==> src/rtl/bitstream_encoder_pkg.sv <==
// Shared link-layer definitions: PID codes, packet lengths, CRC16 constants and step function.
// Latency: n/a (types, constants and a pure function only).
// Backpressure: n/a.
package link_pkg;

  localparam int DATA_W        = 64;
  localparam int CRC_W         = 16;
  localparam int PID_W         = 4;
  localparam int PKT_BITS_DATA = 88;
  localparam int PKT_BITS_HS   = 8;

  localparam logic [CRC_W-1:0] CRC16_POLY = 16'h8005;
  localparam logic [CRC_W-1:0] CRC16_INIT = 16'hFFFF;

  typedef enum logic [PID_W-1:0] {
    PID_DATA0 = 4'b1100,
    PID_ACK   = 4'b0100,
    PID_NAK   = 4'b0101
  } pid_t;

  typedef enum logic [2:0] {
    TX_IDLE,
    TX_PID,
    TX_DATA,
    TX_CRC,
    TX_DONE
  } tx_state_t;

  // One serial CRC16 step, MSB-first, x^16+x^15+x^2+1.
  function automatic logic [CRC_W-1:0] crc16_step(input logic [CRC_W-1:0] crc,
                                                  input logic inb);
    logic fb;
    fb = crc[CRC_W-1] ^ inb;
    return {crc[CRC_W-2:0], 1'b0} ^ (fb ? CRC16_POLY : '0);
  endfunction

  // PID byte as sent on the wire: code followed by its complement.
  function automatic logic [2*PID_W-1:0] pid_byte(input pid_t p);
    return {p, ~p};
  endfunction

endpackage

==> src/rtl/bitstream_encoder_crc16.sv <==
// Serial CRC16 accumulator over the consumed payload bits of a DATA0 packet.
// Latency: register reflects a bit one edge after it is presented with en=1.
// Backpressure: none; the caller gates en with the downstream pause.
module crc16_serial
  import link_pkg::*;
(
  input  logic             clk,
  input  logic             rst,
  input  logic             clear,
  input  logic             en,
  input  logic             inb,
  output logic [CRC_W-1:0] crc
);

  // Reinitialise when cleared, otherwise fold in one bit per enabled edge.
  always_ff @(posedge clk or posedge rst) begin
    if (rst) begin
      crc <= CRC16_INIT;
    end else if (clear) begin
      crc <= CRC16_INIT;
    end else if (en) begin
      crc <= crc16_step(crc, inb);
    end
  end

endmodule

==> src/rtl/bitstream_encoder.sv <==
// Serialises one DATA0/ACK/NAK packet per request onto a single-bit stream, MSB first.
// Latency: first bit on outb the cycle after the accepting edge; done one cycle after the last bit.
// Backpressure: pause=1 holds the current bit, counter, CRC and state; requests ignored unless IDLE.
module bitstream_encoder
  import link_pkg::*;
(
  input  logic              clk,
  input  logic              rst,
  input  logic              send_data,
  input  logic              send_ack,
  input  logic              send_nak,
  input  logic [DATA_W-1:0] data_in,
  input  logic              pause,
  output logic              outb,
  output logic              sending,
  output logic              busy,
  output logic              done
);

  localparam int CRC_START = PKT_BITS_DATA - CRC_W;

  tx_state_t                state;
  tx_state_t                state_nxt;
  pid_t                     pid_q;
  pid_t                     pid_sel;
  logic [6:0]               cnt;
  logic [6:0]               cnt_nxt;
  logic [PKT_BITS_DATA-1:0] sreg;
  logic [PKT_BITS_DATA-1:0] sreg_load;
  logic [CRC_W-1:0]         crc_cur;
  logic [CRC_W-1:0]         crc_now;
  logic [3:0]               crc_sel;
  logic                     any_req;
  logic                     in_pkt;
  logic                     last_bit;
  logic                     next_bit;

  // Request arbitration and packet image loaded into the shift register at accept.
  always_comb begin
    any_req = send_data | send_nak | send_ack;
    if (send_data) begin
      pid_sel = PID_DATA0;
    end else if (send_nak) begin
      pid_sel = PID_NAK;
    end else begin
      pid_sel = PID_ACK;
    end
    sreg_load = {pid_byte(pid_sel), data_in, {CRC_W{1'b0}}};
  end

  // Next-bit selection, end-of-packet detection and field sequencing.
  always_comb begin
    in_pkt  = (state == TX_PID) || (state == TX_DATA) || (state == TX_CRC);
    cnt_nxt = cnt + 7'd1;
    // The last payload bit is folded into the CRC on the same edge the first CRC
    // bit is launched, so look one step ahead while still in DATA.
    crc_now = (state == TX_DATA) ? crc16_step(crc_cur, outb) : crc_cur;
    // Wire bit n in the CRC field carries crc[87-n]; 87-n reduced mod 16.
    crc_sel = 4'd7 - cnt_nxt[3:0];
    if (cnt_nxt >= 7'(CRC_START)) begin
      next_bit = ~crc_now[crc_sel];
    end else begin
      next_bit = sreg[PKT_BITS_DATA-2];
    end
    last_bit  = ((state == TX_PID) && (cnt == 7'(PKT_BITS_HS - 1)) && (pid_q != PID_DATA0)) ||
                ((state == TX_CRC) && (cnt == 7'(PKT_BITS_DATA - 1)));
    state_nxt = state;
    if ((state == TX_PID) && (cnt == 7'(PKT_BITS_HS - 1))) begin
      state_nxt = TX_DATA;
    end else if ((state == TX_DATA) && (cnt == 7'(CRC_START - 1))) begin
      state_nxt = TX_CRC;
    end
  end

  // Transmit FSM with registered outputs, shift register and bit counter.
  always_ff @(posedge clk or posedge rst) begin
    if (rst) begin
      state   <= TX_IDLE;
      pid_q   <= PID_ACK;
      cnt     <= 7'd0;
      sreg    <= '0;
      outb    <= 1'b0;
      sending <= 1'b0;
      busy    <= 1'b0;
      done    <= 1'b0;
    end else begin
      case (state)
        TX_IDLE: begin
          done <= 1'b0;
          cnt  <= 7'd0;
          if (any_req) begin
            pid_q   <= pid_sel;
            sreg    <= sreg_load;
            outb    <= sreg_load[PKT_BITS_DATA-1];
            sending <= 1'b1;
            busy    <= 1'b1;
            state   <= TX_PID;
          end
        end
        TX_PID, TX_DATA, TX_CRC: begin
          if (!pause) begin
            cnt  <= cnt_nxt;
            sreg <= {sreg[PKT_BITS_DATA-2:0], 1'b0};
            if (last_bit) begin
              outb    <= 1'b0;
              sending <= 1'b0;
              busy    <= 1'b0;
              done    <= 1'b1;
              state   <= TX_DONE;
            end else begin
              outb  <= next_bit;
              state <= state_nxt;
            end
          end
        end
        TX_DONE: begin
          done  <= 1'b0;
          cnt   <= 7'd0;
          state <= TX_IDLE;
        end
        default: begin
          state <= TX_IDLE;
        end
      endcase
    end
  end

  crc16_serial u_crc (
    .clk   (clk),
    .rst   (rst),
    .clear (state == TX_IDLE),
    .en    ((state == TX_DATA) && !pause),
    .inb   (outb),
    .crc   (crc_cur)
  );

  logic unused_in_pkt;
  assign unused_in_pkt = in_pkt;

endmodule

==> config.mk <==
export PLATFORM = sky130hd
export DESIGN_NAME = bitstream_encoder
export DESIGN_NICKNAME = d
export VERILOG_FILES = /design/src/rtl/bitstream_encoder_pkg.sv /design/src/rtl/bitstream_encoder_crc16.sv /design/src/rtl/bitstream_encoder.sv
export SDC_FILE = /design/constraint.sdc
export NUM_CORES = 1
export LEC_CHECK = 0
export ABC_AREA = 1
export CORE_AREA = 2 2 97 99
export DETAILED_ROUTE_END_ITERATION = 10
export DIE_AREA = 0 0 99 101
export PLACE_DENSITY_LB_ADDON = 0.15
export SETUP_SLACK_MARGIN = 0.15
export SLEW_MARGIN = 20
export SYNTH_ARGS = -nofsm -noshare
export SYNTH_HDL_FRONTEND = slang
export SYNTH_SLANG_ARGS = --single-unit
export TNS_END_PERCENT = 5
==> constraint.sdc <==
create_clock -name clk -period 6.67 [get_ports clk]
set_clock_uncertainty 0.2 [all_clocks]
set_input_delay 1.0005 -clock clk [delete_from_list [all_inputs] [get_ports clk]]
set_output_delay 1.0005 -clock clk [all_outputs]
set_load 0.005 [all_outputs]
; Word level (Yosys, flattened, before mapping)
; Index checks and enable logic that the tools add are counted.
[word_totals]
output_inout_bits = 4
memories = 0
input_bits = 70
regBits = 120
word_cells = 80
mem_bits_ro = 0
mem_bits_rw = 0
latchBits = 0
[op_classes]
n_mux = 31
magnitude_cmp = 2
shifts = 0
addsub = 2
mul = 0
div_mod_pow = 0
bitwise = 6
n_eq_ne = 12
n_reduce_logical = 19
[op_table]
columns = operator, count
row1 = 87-bit 2-to-1 mux, 2
row2 = 87-bit case mux with 2 select lines, 1
row3 = 16-bit 2-to-1 mux, 4
row4 = 16-bit XOR, 1
row5 = 3-bit 2-to-1 mux, 5
row6 = 7-bit equality test (second input constant), 2
row7 = 7-bit case mux with 2 select lines, 1
row8 = 1-bit 2-to-1 mux, 11
row9 = 3-bit AND reduction, 3
row10 = 4-bit != test (second input constant), 2
row11 = 7-bit by 1-bit adder with 7-bit output (second input constant), 1
row12 = 7-bit by 3-bit equality test with 1-bit output (second input constant), 1
row13 = 7-bit greater-or-equal comparator (second input constant), 1
row14 = 7-bit 2-to-1 mux, 1
row15 = 3-bit by 2-bit equality test with 1-bit output (second input constant), 2
row16 = 2-bit != test (second input constant), 3
row17 = 1-bit case mux with 2 select lines, 3
row18 = 3-bit case mux with 2 select lines, 1
row19 = 2-bit nonzero test, 3
row20 = 1-bit logical AND, 5
row21 = 4-bit by 5-bit < comparator with 1-bit output (second input constant), 1
row22 = 1-bit binary-select mux with 4-bit select, 1
row23 = 4-bit 2-to-1 mux, 1
row24 = 4-bit NOT, 1
row25 = 13 further kinds, 15

; Longest topological paths before layout
; Gate-level depths: netlist (run 1).
[depth]
ltp_word = 11
depth_mapped = 12
ltp_nobuf = 12

; Cells and area by module
; Synthesis (run 1) repeated with hierarchy kept, for this count alone.
[hier_totals]
cells_unflattened = 639
area_unflattened_um2 = 5420.2
[by_module_without_submodules]
columns = mod, instances, cells_each, area_each_um2, seq_area_each_um2
row1 = bitstream_encoder, 1, 570, 4674.5, 2152.1
row2 = crc16_serial, 1, 69, 745.7, 420.4

; Worst setup path before layout (run 1)
; OpenSTA, ideal clock, no wires.
[synth_timing]
kind = input-to-reg
startpoint = in send_data
endpoint = reg sreg[17]
path_buffers = 2
required_time_ps = 6340
setup_ps = 130
arrival_time_ps = 1836
setup_slack_ps = 4504
cell_stages = 8
path_cell_list = nor2_1 > nand2_1 > nand2_2 > nand2_2 > buf_4 > buf_4 > o211ai_1 > o21ai_0
[synth_via]
elab_chain_cells = 4
[synth_rtl]
columns = item, line
row1 = start: declaration, bitstream_encoder.sv:9  ; input logic send_data,
row2 = 1-bit bitwise OR (2 in series), bitstream_encoder.sv:40  ; any_req = send_data | send_nak | send_ack;
row3 = 2-bit != test (no line), -
row4 = 3-bit AND reduction (no line), -
row5 = end signal: assignment, bitstream_encoder.sv:93  ; sreg <= sreg_load;
row6 = end signal: assignment, bitstream_encoder.sv:103  ; sreg <= {sreg[PKT_BITS_DATA-2:0], 1'b0};
row7 = end: declaration, bitstream_encoder.sv:28  ; logic [PKT_BITS_DATA-1:0] sreg;
; No other way between the ends.
; A chain may end at the register's enable or synchronous reset.

; Final worst setup path (run 1)
[layout_timing]
startpoint = reg state[1]
endpoint = reg sreg[55]
[layout_via]
elab_chain_cells = 4
elab_cells_between_ends = 10
cone_classes = 5 x eq/ne / 1 x mux / 4 x reduce/logical
[layout_rtl]
columns = item, line
row1 = start: declaration, bitstream_encoder.sv:22  ; tx_state_t state;
row2 = start signal: assignment, bitstream_encoder.sv:112  ; state <= state_nxt;
row3 = 3-bit by 2-bit equality test with 1-bit output / 3-bit by 1-bit equality test with 1-bit output (equally long branches), bitstream_encoder.sv:87  ; case (state)
row4 = 3-bit OR reduction, bitstream_encoder.sv:87
row5 = 2-bit != test (no line) / 2-bit nonzero test (equally long branches), -
row6 = 3-bit AND reduction (no line), -
; Parallel ways exist; a longest one is shown, timed or not.

==> results of run 1 <==
## final timing paths
| kind | slack, ns | cells past startpoint | endpoint |
|---|---|---|---|
| setup / recovery | 3.13 | 8 | sreg[55] |
| hold / removal | 0.29 | 2 | u_crc.crc[4] |
| setup reg to reg | 3.13 | 8 | sreg[55] |
| hold reg to reg | 0.29 | 2 | u_crc.crc[4] |
| max in group asynchronous | 4.27 | 3 | sreg[76] |
| min in group asynchronous | 0.78 | 2 | cnt[6] |
## per-stage QoR
step	cells	instance area (um2)	power [mW]	hold slack (ns)
floorplan	633	5161	2.402	0.2419
global placement	782	5862	2.597	0.2685
detailed placement	782	5862	2.672	0.2724
CTS	798	6092	3.121	0.2966
global route	798	6092	3.422	0.3203
finish	798	6092	3.100	0.2882
## Yosys cell counts
cell	count
a21oi_1	11
a22oi_1	9
a31oi_1	3
a32oi_1	1
buf_1	4
buf_2	12
buf_4	11
clkbuf_1	11
clkinv_1	1
dfrtp_1	86
dfstp_2	16
ha_1	2
inv_1	99
inv_2	3
nand2_1	136
nand2_2	2
nand3_1	40
nand4_1	1
nor2_1	23
nor2_2	1
nor2_4	3
nor3_1	6
nor4_1	2
o211ai_1	63
o21ai_0	26
o21ai_1	52
o22ai_1	5
xor2_1	4
## flip-flops by register name, summed over array words and instances (netlist names)
register   cells
done           1
u_crc.crc     16
cnt            7
sreg          71
pid_q          2
outb           1
busy           1
state          3
## metal layers
layer,vias to the layer above,track usage (%),part of all wire (%)
li1,2192,-,-
met1,2077,28.44,44
met2,85,37.11,50
met3,18,4.993,3.6
met4,0,9.062,2.3
met5,-,0,0
## final cells by class
| class | count | share of cell area (%) |
|---|---|---|
| sequential | 102 | 42.23 |
| clock inverter | 6 | 1.684 |
| inverter | 103 | 6.387 |
| multi-input combinational | 390 | 32.96 |
| clock buffer | 10 | 2.095 |
| tap | 111 | 2.280 |
| timing repair buffer | 76 | 12.36 |
## worst max-delay path, cell delays in order, from the launching register on
cell and delay, ns:
dfrtp_1 0.47, nor2_4 0.22, inv_2 0.04, nor2_1 0.65, nand2_2 0.28, nand2_4 0.42
buf_4 0.74, o211ai_1 0.22, o21ai_1 0.14
## cells by family after synthesis
family,Yosys count,share of synthesized area (%)
AND/OR/NAND/NOR,214,17.41
AO/OA/AOI/OAI,170,20.24
XOR/XNOR,4,0.6787
flip-flops,102,49.84
adder cells (fa/ha/maj),2,0.4848
buffers and inverters,141,11.35
## power groups by stage
| stage | Clock, mW | Sequential (mW) | Combinational, mW |
|---|---|---|---|
| 6_report | 0.440 | 1.05 | 1.61 |
| 5_1_grt | 0.474 | 1.08 | 1.87 |
| 4_1_cts | 0.449 | 1.05 | 1.62 |
| 3_5_place_dp | 0 | 1.06 | 1.61 |
| 3_3_place_gp | 0 | 1.05 | 1.54 |
| 2_1_floorplan | 0 | 1.03 | 1.38 |
==> results.json, run 1 <==
{
  "status": "finished clean",
  "gp_congestion": 0.9481,
  "grt_max_degree": 121,
  "cts-root-buf": "clkbuf_8",
  "grt-ovfl-total": 0,
  "ant_nets": 0,
  "post_cts_resized": 0,
  "comb_power_share_pct": 52.0,
  "ys.warnings.count": 0,
  "fp.dieH_um": 101,
  "clkLatencyLatePin_ns": 0.37,
  "syn-cell-area_um2": 5161,
  "fill_cells": 743,
  "io_buffers": 73,
  "htree_levels": 3,
  "initial_utilization_pct": 57.49,
  "finalNetCount": 754,
  "min_period_over_period_pct": 53.05,
  "final_common_cell": "nand2_1",
  "crit_fanout": 93,
  "routedWlPerCell_um": 13.02,
  "antenna_cells": 0,
  "hpwl_um": 7045,
  "synth_nets": 705,
  "viasPerCell": 5.479,
  "num_vias": 4372,
  "setup_viol_count_final": 0,
  "path_clk_slew_ns": 0.10,
  "drc_errors": 0,
  "grt_pass1_wl_um": 18110,
  "vdd_ir_drop_max_uv": 340.2,
  "cts_tree": "done",
  "path_class": "reg -> reg",
  "multi_input_area_um2": 2008,
  "synth_top_area_share_pct": 41.70,
  "mostFrequentLayoutCells": "nand2_1, inv_1, dfrtp_1, clkdlybuf4s50_1, o211ai_1",
  "power_leakage_nw": 2.880,
  "synth_seq_cells": 102,
  "switchingPower_mw": 1.389,
  "reg2reg_from": "state[1]",
  "setup_slack_ns": 3.131,
  "slew_headroom_pct": 28.60,
  "synth_cell_type_count": 28,
  "cts_buffers": 9,
  "hold_viol_final": 0,
  "finalSetupTns_ns": 0,
  "critPathRequiredTime_ns": 6.75,
  "worst_slew_pin_slew_ns": 1.071,
  "ys_top_cells_by_area": "dfrtp_1, nand2_1, o211ai_1",
  "yosys.area.top_type": "dfrtp_1",
  "synth_seq_area_share_pct": 49.84,
  "drive_gt1_share_pct": 6.405,
  "critPathLaunch": "state[1]",
  "p_int_mw": 1.711,
  "fin_crit_ns": 3.539,
  "utilization_pct": 67.86,
  "post_cts.repair.setup_buffers": 0,
  "netlist_instances": 633,
  "area_growth_pct": 18.04,
  "cts_buffer_depth": 2,
  "syn_avg_cell_area_um2": 8.154,
  "clockPowerShare_pct": 14.2,
  "holdCritStartpoint": "u_crc.crc[4]",
  "place_ws_ns": 2.987,
  "cp-start-kind": "flip-flop",
  "rsz0062_at_grt": "false",
  "fmax_ghz": 0.2826,
  "seq_area_um2": 2572,
  "drv_slew": 0,
  "end_kind": "flip-flop",
  "row_count": 35,
  "grt_pass1_vias": 4098,
  "drtPass1Iterations": 4,
  "ios": 74,
  "ctsHoldBuffers": 0,
  "grt_util_all_layers_pct": 22.31,
  "seq_power_share_pct": 33.8,
  "drt_iter0_markers": 206,
  "power.density_nw_per_um2": 508.9,
  "die_area_um2": 9999,
  "wl_um": 10390,
  "core-area_um2": 8977,
  "die_width_um": 99,
  "hold_path.class": "reg -> reg",
  "drv_cap": 0,
  "swShare_pct": 44.82,
  "cts_sinks": 102,
  "antenna_found_initial": 0,
  "arrival_ns": 3.62
}
No activity file was read; power rests on OpenSTA's default activity.
==> inputs of run 2 (changes only) <==
- CORE_AREA: 2 2 97 99 -> 2 2 100 102
- DIE_AREA: 0 0 99 101 -> 0 0 102 104
- clock period: 6.67 -> 3.63 ns (I/O delays scaled with it)
==> run 2 against run 1 <==
Net effect: utilization decreased by 3.1 points; design area increased by 1.5%; sequential cell count unchanged; power increased by 86%; via count decreased by 2.2%; combinational power increased by 89%; largest cell class unchanged; largest power group unchanged.
==> results.json, run 2 (same netlist as run 1, synthesis figures left out) <==
{
  "status": "finished clean",
  "drive_gt1_share_pct": 7.091,
  "design_area_um2": 6182,
  "fmax_ghz": 0.4364,
  "hold_path.class": "reg -> reg",
  "max_stage_delay_ns": 0.48,
  "viasPerCell": 5.188,
  "largest_reg_flops": 71,
  "cts-root-buf": "clkbuf_8",
  "multi_input_area_um2": 2008,
  "comb_power_share_pct": 52.7,
  "cp-start-kind": "flip-flop",
  "area_growth_pct": 19.78,
  "ctsHoldBuffers": 0,
  "post_cts.repair.setup_buffers": 0,
  "htree_levels": 3,
  "min_period_over_period_pct": 63.13,
  "setup_viol_count_final": 0,
  "io_buffers": 73,
  "cp_common_cell": "buf_4",
  "switchingPower_mw": 2.565,
  "grt_pass1_wl_um": 18490,
  "grt_pass1_vias": 4170,
  "largest_register": "sreg",
  "finalSetupTns_ns": 0,
  "seq_power_share_pct": 33.6,
  "fill_cells": 805,
  "grt_max_degree": 126,
  "die_area_um2": 10610,
  "p_int_mw": 3.209,
  "drv_slew": 0,
  "end_kind": "flip-flop",
  "path_class": "reg -> reg",
  "seq_area_um2": 2572,
  "crit_fanout": 27,
  "critPathBufInv": 3,
  "critPathRequiredTime_ns": 3.72,
  "rsz0062_at_grt": "false",
  "routedWlPerCell_um": 12.59,
  "ios": 74,
  "final_common_cell": "nand2_1",
  "gp_congestion": 0.8795,
  "die_width_um": 102,
  "vdd_ir_drop_max_uv": 478.1,
  "cp_slowest_cell": "dfrtp_1",
  "grt_util_all_layers_pct": 21.19,
  "row_count": 36,
  "path_clk_slew_ns": 0.10,
  "initial_utilization_pct": 54.05,
  "power_leakage_nw": 2.906,
  "antenna_found_initial": 0,
  "core-area_um2": 9549,
  "antenna_cells": 0,
  "power.density_nw_per_um2": 934.0,
  "hold_viol_final": 0,
  "critPathTopFamily": "simple AND/OR/NAND/NOR gates",
  "ant_nets": 0,
  "arrival_ns": 2.38,
  "worst_slew_pin_slew_ns": 0.9332,
  "hpwl_um": 7195,
  "placedInstanceArea_um2": 5957,
  "fin_crit_ns": 2.292,
  "p_total_mw": 5.774,
  "drtPass1Iterations": 4,
  "drt_iter0_markers": 210,
  "largestRegisters": "sreg x71, u_crc.crc x16, cnt x7",
  "grt-ovfl-total": 0,
  "post_cts_resized": 0,
  "mostFrequentLayoutCells": "nand2_1, inv_1, dfrtp_1, clkdlybuf4s50_1, o211ai_1",
  "cts_buffers": 9,
  "num_vias": 4275,
  "drc_errors": 0,
  "fp.dieH_um": 104,
  "cts_tree": "done",
  "drv_cap": 0,
  "clockPowerShare_pct": 13.8,
  "slew_headroom_pct": 37.56,
  "cts_buffer_depth": 2,
  "wl_um": 10380,
  "clkLatencyLatePin_ns": 0.36,
  "finalNetCount": 758,
  "crit_chain": "nor2_4, inv_2, nor2_1, buf_4, nand2_2, nand2_4, buf_4, o211ai_1, o21ai_1",
  "cts_sinks": 102,
  "swShare_pct": 44.42
}
[run 2: final cells by class]
type                       instances  area share, %
sequential                       102          41.61
multi-input combinational        390          32.48
timing repair buffer              80          13.34
inverter                         103          6.294
tap                              133          2.692
clock buffer                       9          2.004
clock inverter                     7          1.579
[run 2: final timing paths]
check | end | cells past startpoint | slack [ns] | start
max | sreg[22] | 9 | 1.34 | state[1]
min | u_crc.crc[4] | 2 | 0.29 | u_crc.crc[4]
max reg2reg | sreg[22] | 9 | 1.34 | state[1]
min reg2reg | u_crc.crc[4] | 2 | 0.29 | u_crc.crc[4]
max in group asynchronous | u_crc.crc[14] | 3 | 2.03 | rst
min in group asynchronous | sreg[16] | 2 | 0.44 | rst
[run 2: tightest hold or removal path, stage by stage (launching register included)]
cell,delay (ns)
dfstp_2,0.39
nand2_1,0.06
nand2_1,0.05
[run 2: through the flow]
step | setup slack, ns | hold slack, ns | utilization (%) | instances
finish | 1.339 | 0.2868 | 64.74 | 824
global route | 1.114 | 0.3127 | 64.74 | 824
CTS | 1.240 | 0.2879 | 64.70 | 824
detailed placement | 1.086 | 0.2705 | 62.38 | 808
global placement | 1.128 | 0.2542 | 62.38 | 808
floorplan | 0.2365 | 0.2419 | - | 633
[run 2: routing by layer]
layer	wire length, um	vias to the layer above	share of wire (%)	GRT usage (%)
li1	-	2193	-	-
met1	4913	1975	47	29.12
met2	4956	95	48	34.26
met3	368	12	3.5	3.427
met4	137	0	1.3	6.667
met5	0	-	0	0
[run 2: power groups by stage]
stage	sequential [mW]	combinational [mW]	clock, mW
after floorplan	1.88	2.53	0
after global placement	1.94	2.94	0
after detailed placement	1.96	3.04	0
after CTS	1.94	3.05	0.812
after global routing	2.00	3.52	0.865
final	1.94	3.04	0.795
==> edit 1, RTL diff (flow settings as in run 2) <==
Encoding of `tx_state_t`: now one-hot (5 bits for 5 states).
--- a/src/rtl/bitstream_encoder_pkg.sv
+++ b/src/rtl/bitstream_encoder_pkg.sv
@@ -20,8 +20,8 @@
 
-  typedef enum logic [2:0] {
-    TX_IDLE,
-    TX_PID,
-    TX_DATA,
-    TX_CRC,
-    TX_DONE
+  typedef enum logic [4:0] {
+    TX_IDLE = 5'b00001,
+    TX_PID  = 5'b00010,
+    TX_DATA = 5'b00100,
+    TX_CRC  = 5'b01000,
+    TX_DONE = 5'b10000
   } tx_state_t;
Behaviour: no difference found for any inputs over 10 cycles, from zero or initial values and one cycle with rst high; not proved beyond that.
==> edit 1 against run 2 <==
- total power shrank 4.3%
- routed wire length grew 14%
- setup slack lost 440 ps
- sequential power grew 3%
- design area grew 5.9%
- die area is the same
- sequential cell count grew 2
- area after synthesis grew 8.4%
- final cell count grew 4.0%
- core utilization grew 3.8 points
- critical path depth is the same
- non-clock buffer count grew 1
- worst hold slack gained 2.6 ps
- largest power group unchanged
==> edit 1: results (changes against run 2) <==
Status - finished, final reports clean
Max reg flops - 71 (unchanged)
Sequential share of the synthesized area - 46.9% (-2.9 points)
VDD IR-drop max - 460 µV (-3.9%)
Final HPWL from detailed placement - 8470 µm (+18%)
Hold path startpoint - sreg[74]
Vias in the first global route - 4361 (+4.6%)
Post-synth cell types - 35 (+25%)
Hold EP - sreg[74]
Commonest cells in the netlist - 145 x nand2_1, 142 x nor2_1, 87 x dfrtp_1
R2r setup slk - 900 ps (-440 ps)
CP Data Arrival Time - 2790 ps (+410 ps)
Final wirelength - 11800 µm (+14%)
First-pass iteration count of the detailed router - 5 (+1)
RR Endpoint - sreg[57]
Leak Pwr - 3.01 nW (+3.6%)
Final hold vios - 0 (unchanged)
Net count after synthesis - 735 (+4.3%)
Sw Share - 44.5% (+0.088 points)
Critical R2R Launch - state[0]
DR iter-0 viols - 227 (+8.1%)
Clock Tree Buf Depth - 2 (unchanged)
Max_slew headroom - 48.7% (+11 points)
Layout cells sized above 1 - 15.1% (+8.0 points)
CP max stage delay - 580 ps (+100 ps)
Pin count of the biggest net entering global routing - 58 (-54%)
Worst hold path stage count - 2 (unchanged)
Slowest cell on crit path - dfstp_2
All-Layer GR Usage - 23.1% (+1.9 points)
DR vias/cell - 5.36 (+3.3%)
Crit-path max FO - 48 (+78%)
Global-route wire length before repair - 19800 µm (+7.3%)
Routability cong. - 0.920 (+4.6%)
Post-layout nets - 791 (+4.4%)
Ranking of synthesized cells by area - dfrtp_1 39%, o31ai_2 11%, nand2_1 9.7%
==> edit 1: final cells by class <==
| class | count | area, µm² |
|---|---|---|
| Fill cell | 797 | 3000 |
| Sequential cell | 104 | 2620 |
| Multi-Input combinational cell | 467 | 2520 |
| Timing Repair Buffer | 81 | 853 |
| Inverter | 56 | 213 |
| Tap cell | 133 | 166 |
| Clock buffer | 14 | 153 |
| Clock inverter | 2 | 13.8 |
==> edit 1: worst max path at each step <==
stage | from | to | depth (start not counted)
finish | state[0] | sreg[57] | 9
global route | state[0] | sreg[73] | 9
CTS | state[0] | sreg[68] | 9
detailed placement | send_nak | sreg[59] | 11
global placement | send_nak | sreg[53] | 11
floorplan | rst | busy | 1
==> edit 1: worst min-delay path: stages, from the launching register on <==
cell and delay [ps]:
dfrtp_1 360, nand2_1 50, o31ai_1 50
==> edit 1: metal layers <==
metal | wire, µm | global-route usage (%) | vias up
met2 | 5730 | 37.0 | 102
met5 | 0 | 0 | -
met4 | 164 | 7.05 | 0
met3 | 462 | 4.30 | 13
li1 | - | - | 2279
met1 | 5440 | 31.9 | 2201
==> edit 1: power groups by stage <==
stage	clock network (mW)	registers (mW)	logic (mW)
6_report	0.661	1.99	2.88
5_1_grt	0.724	2.04	3.25
4_1_cts	0.671	1.98	2.90
3_5_place_dp	0	1.99	2.91
3_3_place_gp	0	1.98	2.80
2_1_floorplan	0	1.90	2.44
==> edit 1: per-stage QoR <==
stage          hold slack (ps)  area (µm²)  setup slack, ps  instances  util (%)
2_1_floorplan              252        5590              181        663         -
3_3_place_gp               265        6380              862        841      66.8
3_5_place_dp               269        6380              837        841      66.8
4_1_cts                    292        6550              910        857      68.6
5_1_grt                    315        6550              676        857      68.6
6_report                   289        6550              901        857      68.6
==> edit 1: cells by family (layout without fill, tap and decap cells) <==
kind of cell	after synthesis	count (layout)	synth area share (%)
adders and majority gates	2	2	0.447
AOI/OAI and AO/OA	118	118	18.6
buffers and inverters	92	153	8.12
xor gates and xnor gates	4	4	0.626
DFF	104	104	46.9
and+or+nand+nor	343	343	25.3
==> edit 2, RTL diff (config.mk and constraints of run 2) <==
Without the edit above. Compare `cnt` against `7'(PKT_BITS_HS - 1)` with >= in place of ==.
--- a/src/rtl/bitstream_encoder.sv
+++ b/src/rtl/bitstream_encoder.sv
@@ -67,3 +67,3 @@
     state_nxt = state;
-    if ((state == TX_PID) && (cnt == 7'(PKT_BITS_HS - 1))) begin
+    if ((state == TX_PID) && (cnt >= 7'(PKT_BITS_HS - 1))) begin
       state_nxt = TX_DATA;
Check against the original RTL: no difference found for any inputs over 10 cycles, from zero or initial values and one cycle with rst high; that may be too few to reach the edited logic, so the function may still have changed.
==> edit 2 against run 2 <==
- register-to-register slack got worse by 170 ps
- core utilization is 0.34 points lower
- largest cell class unchanged
- design area shrank 0.53%
- setup slack got worse by 200 ps
- routed wire length rose by 0.18%
- highest routed layer unchanged
- area after synthesis increased by 0.85%
- critical path type is now primary input to flip-flop
- total power fell by 15%
- sequential cell count unchanged
- largest power group unchanged
- critical path depth shrank 2
==> edit 2: results (changes against run 2) <==
First-pass iteration count of the detailed router - 5 (+1)
Pin count of the biggest net entering global routing - 133 (+5.6%)
DR iter-0 viols - 156 (-26%)
Ranking of synthesized cells by area - dfrtp_1 41%, nand2_1 9.9%, o211ai_1 8.8%
DP Cell Count - 804 (-0.50%)
Worst hold path class - flip-flop to flip-flop
Sequential share of the synthesized area - 49.4% (-0.42 points)
Worst-skew pair later-pin latency - 370 ps
Crit. End Element - flip-flop
Commonest cells in the netlist - 137 x nand2_1, 99 x inv_1, 86 x dfrtp_1
Root Driver - clkbuf_8
Final Non-Filler Cells - 819 (-0.61%)
Crit-path max FO - 132 (+390%)
Final wirelength - 10400 µm (+0.18%)
Area after DPL - 5940 µm² (-0.25%)
Global-route wire length before repair - 18300 µm (-0.94%)
Ys Warns - 0 (unchanged)
Via count - 4280 (+0.12%)
Final HPWL from detailed placement - 7110 µm (-1.2%)
Layout cells sized above 1 - 7.58% (+0.49 points)
CP max stage delay - 460 ps (-20 ps)
Status - finished, final reports clean
Post-layout nets - 754 (-0.53%)
All-Layer GR Usage - 21.2% (-0.026 points)
Leak Pwr - 2.93 nW (+0.69%)
VDD IR-drop max - 411 µV (-14%)
Slowest cell on crit path - clkdlybuf4s50_1
# fillers - 862 (+7.1%)
Vias in the first global route - 4130 (-0.96%)
Net count after synthesis - 701 (-0.57%)
CP Data Arrival Time - 2510 ps (+130 ps)
Inserted Clock Buffers - 9 (unchanged)
Average cell area after synthesis - 8.28 µm² (+1.5%)
Pre-CTS WS - 643 ps (-444 ps)
Worst slew pin tran - 782 ps (-151 ps)
Routability cong. - 0.862 (-2.0%)
Post-synth cell types - 33 (+18%)
==> edit 2: cell count changes in the layout (fill, tap and decap cells not counted), moves of 4 or more <==
| cell | delta |
|---|---|
| nor2_2 | +4 |
| a22oi_1 | +4 |
| nand3_1 | -6 |
| o21ai_1 | -35 |
| o21ai_0 | +39 |
==> edit 2: worst max-delay path, delay by kind of cell <==
family	cells	cell delay, ps
AOI/OAI and AO/OA	2	300
buffers and inverters	2	770
and+or+nand+nor	3	820
==> edit 2: worst paths after layout <==
kind	startpoint	end	slack, ps	cells past startpoint
setup / recovery	send_data	sreg[34]	1140	7
hold / removal	sreg[82]	sreg[82]	300	2
setup reg to reg	state[0]	u_crc.crc[7]	1170	6
hold reg to reg	sreg[82]	sreg[82]	300	2
max in group asynchronous	rst	pid_q[0]	2130	3
min in group asynchronous	rst	sreg[34]	410	2
==> edit 2: power by group <==
part,internal (mW),switching [mW],leakage (nW)
Sequential,1.63,0.194,1.22
Clock,0.382,0.374,0.106
Combinational,0.839,1.51,1.60
Total,2.85,2.08,2.93
==> edit 2: routing by layer <==
metal | GRT usage, % | up-vias | routed length (µm)
met2 | 34.2 | 90 | 5010
met5 | 0 | - | 0
met1 | 28.8 | 2001 | 4780
met3 | 3.36 | 13 | 427
li1 | - | 2176 | -
met4 | 7.52 | 0 | 176
==> edit 2: logic make-up after synthesis <==
family | Yosys count | share of synthesized area, %
AOI/OAI and AO/OA | 175 | 20.9
xor gates and xnor gates | 3 | 0.505
adders and majority gates | 2 | 0.481
buffers and inverters | 139 | 11.8
DFF | 102 | 49.4
and+or+nand+nor | 208 | 16.9
==> edit 2: cell type report <==
class | instances | share of cell area (%)
tap | 133 | 2.71
sequential | 102 | 41.8
clock buffer | 10 | 2.08
timing repair buffer | 77 | 12.8
clock inverter | 5 | 1.22
multi-input combinational | 388 | 32.9
inverter | 104 | 6.49
==> edit 2: per-stage QoR <==
stage | util, % | hold slack (ps)
2_1_floorplan | - | 248
3_3_place_gp | 62.2 | 270
3_5_place_dp | 62.2 | 271
4_1_cts | 64.3 | 306
5_1_grt | 64.4 | 333
6_report | 64.4 | 302
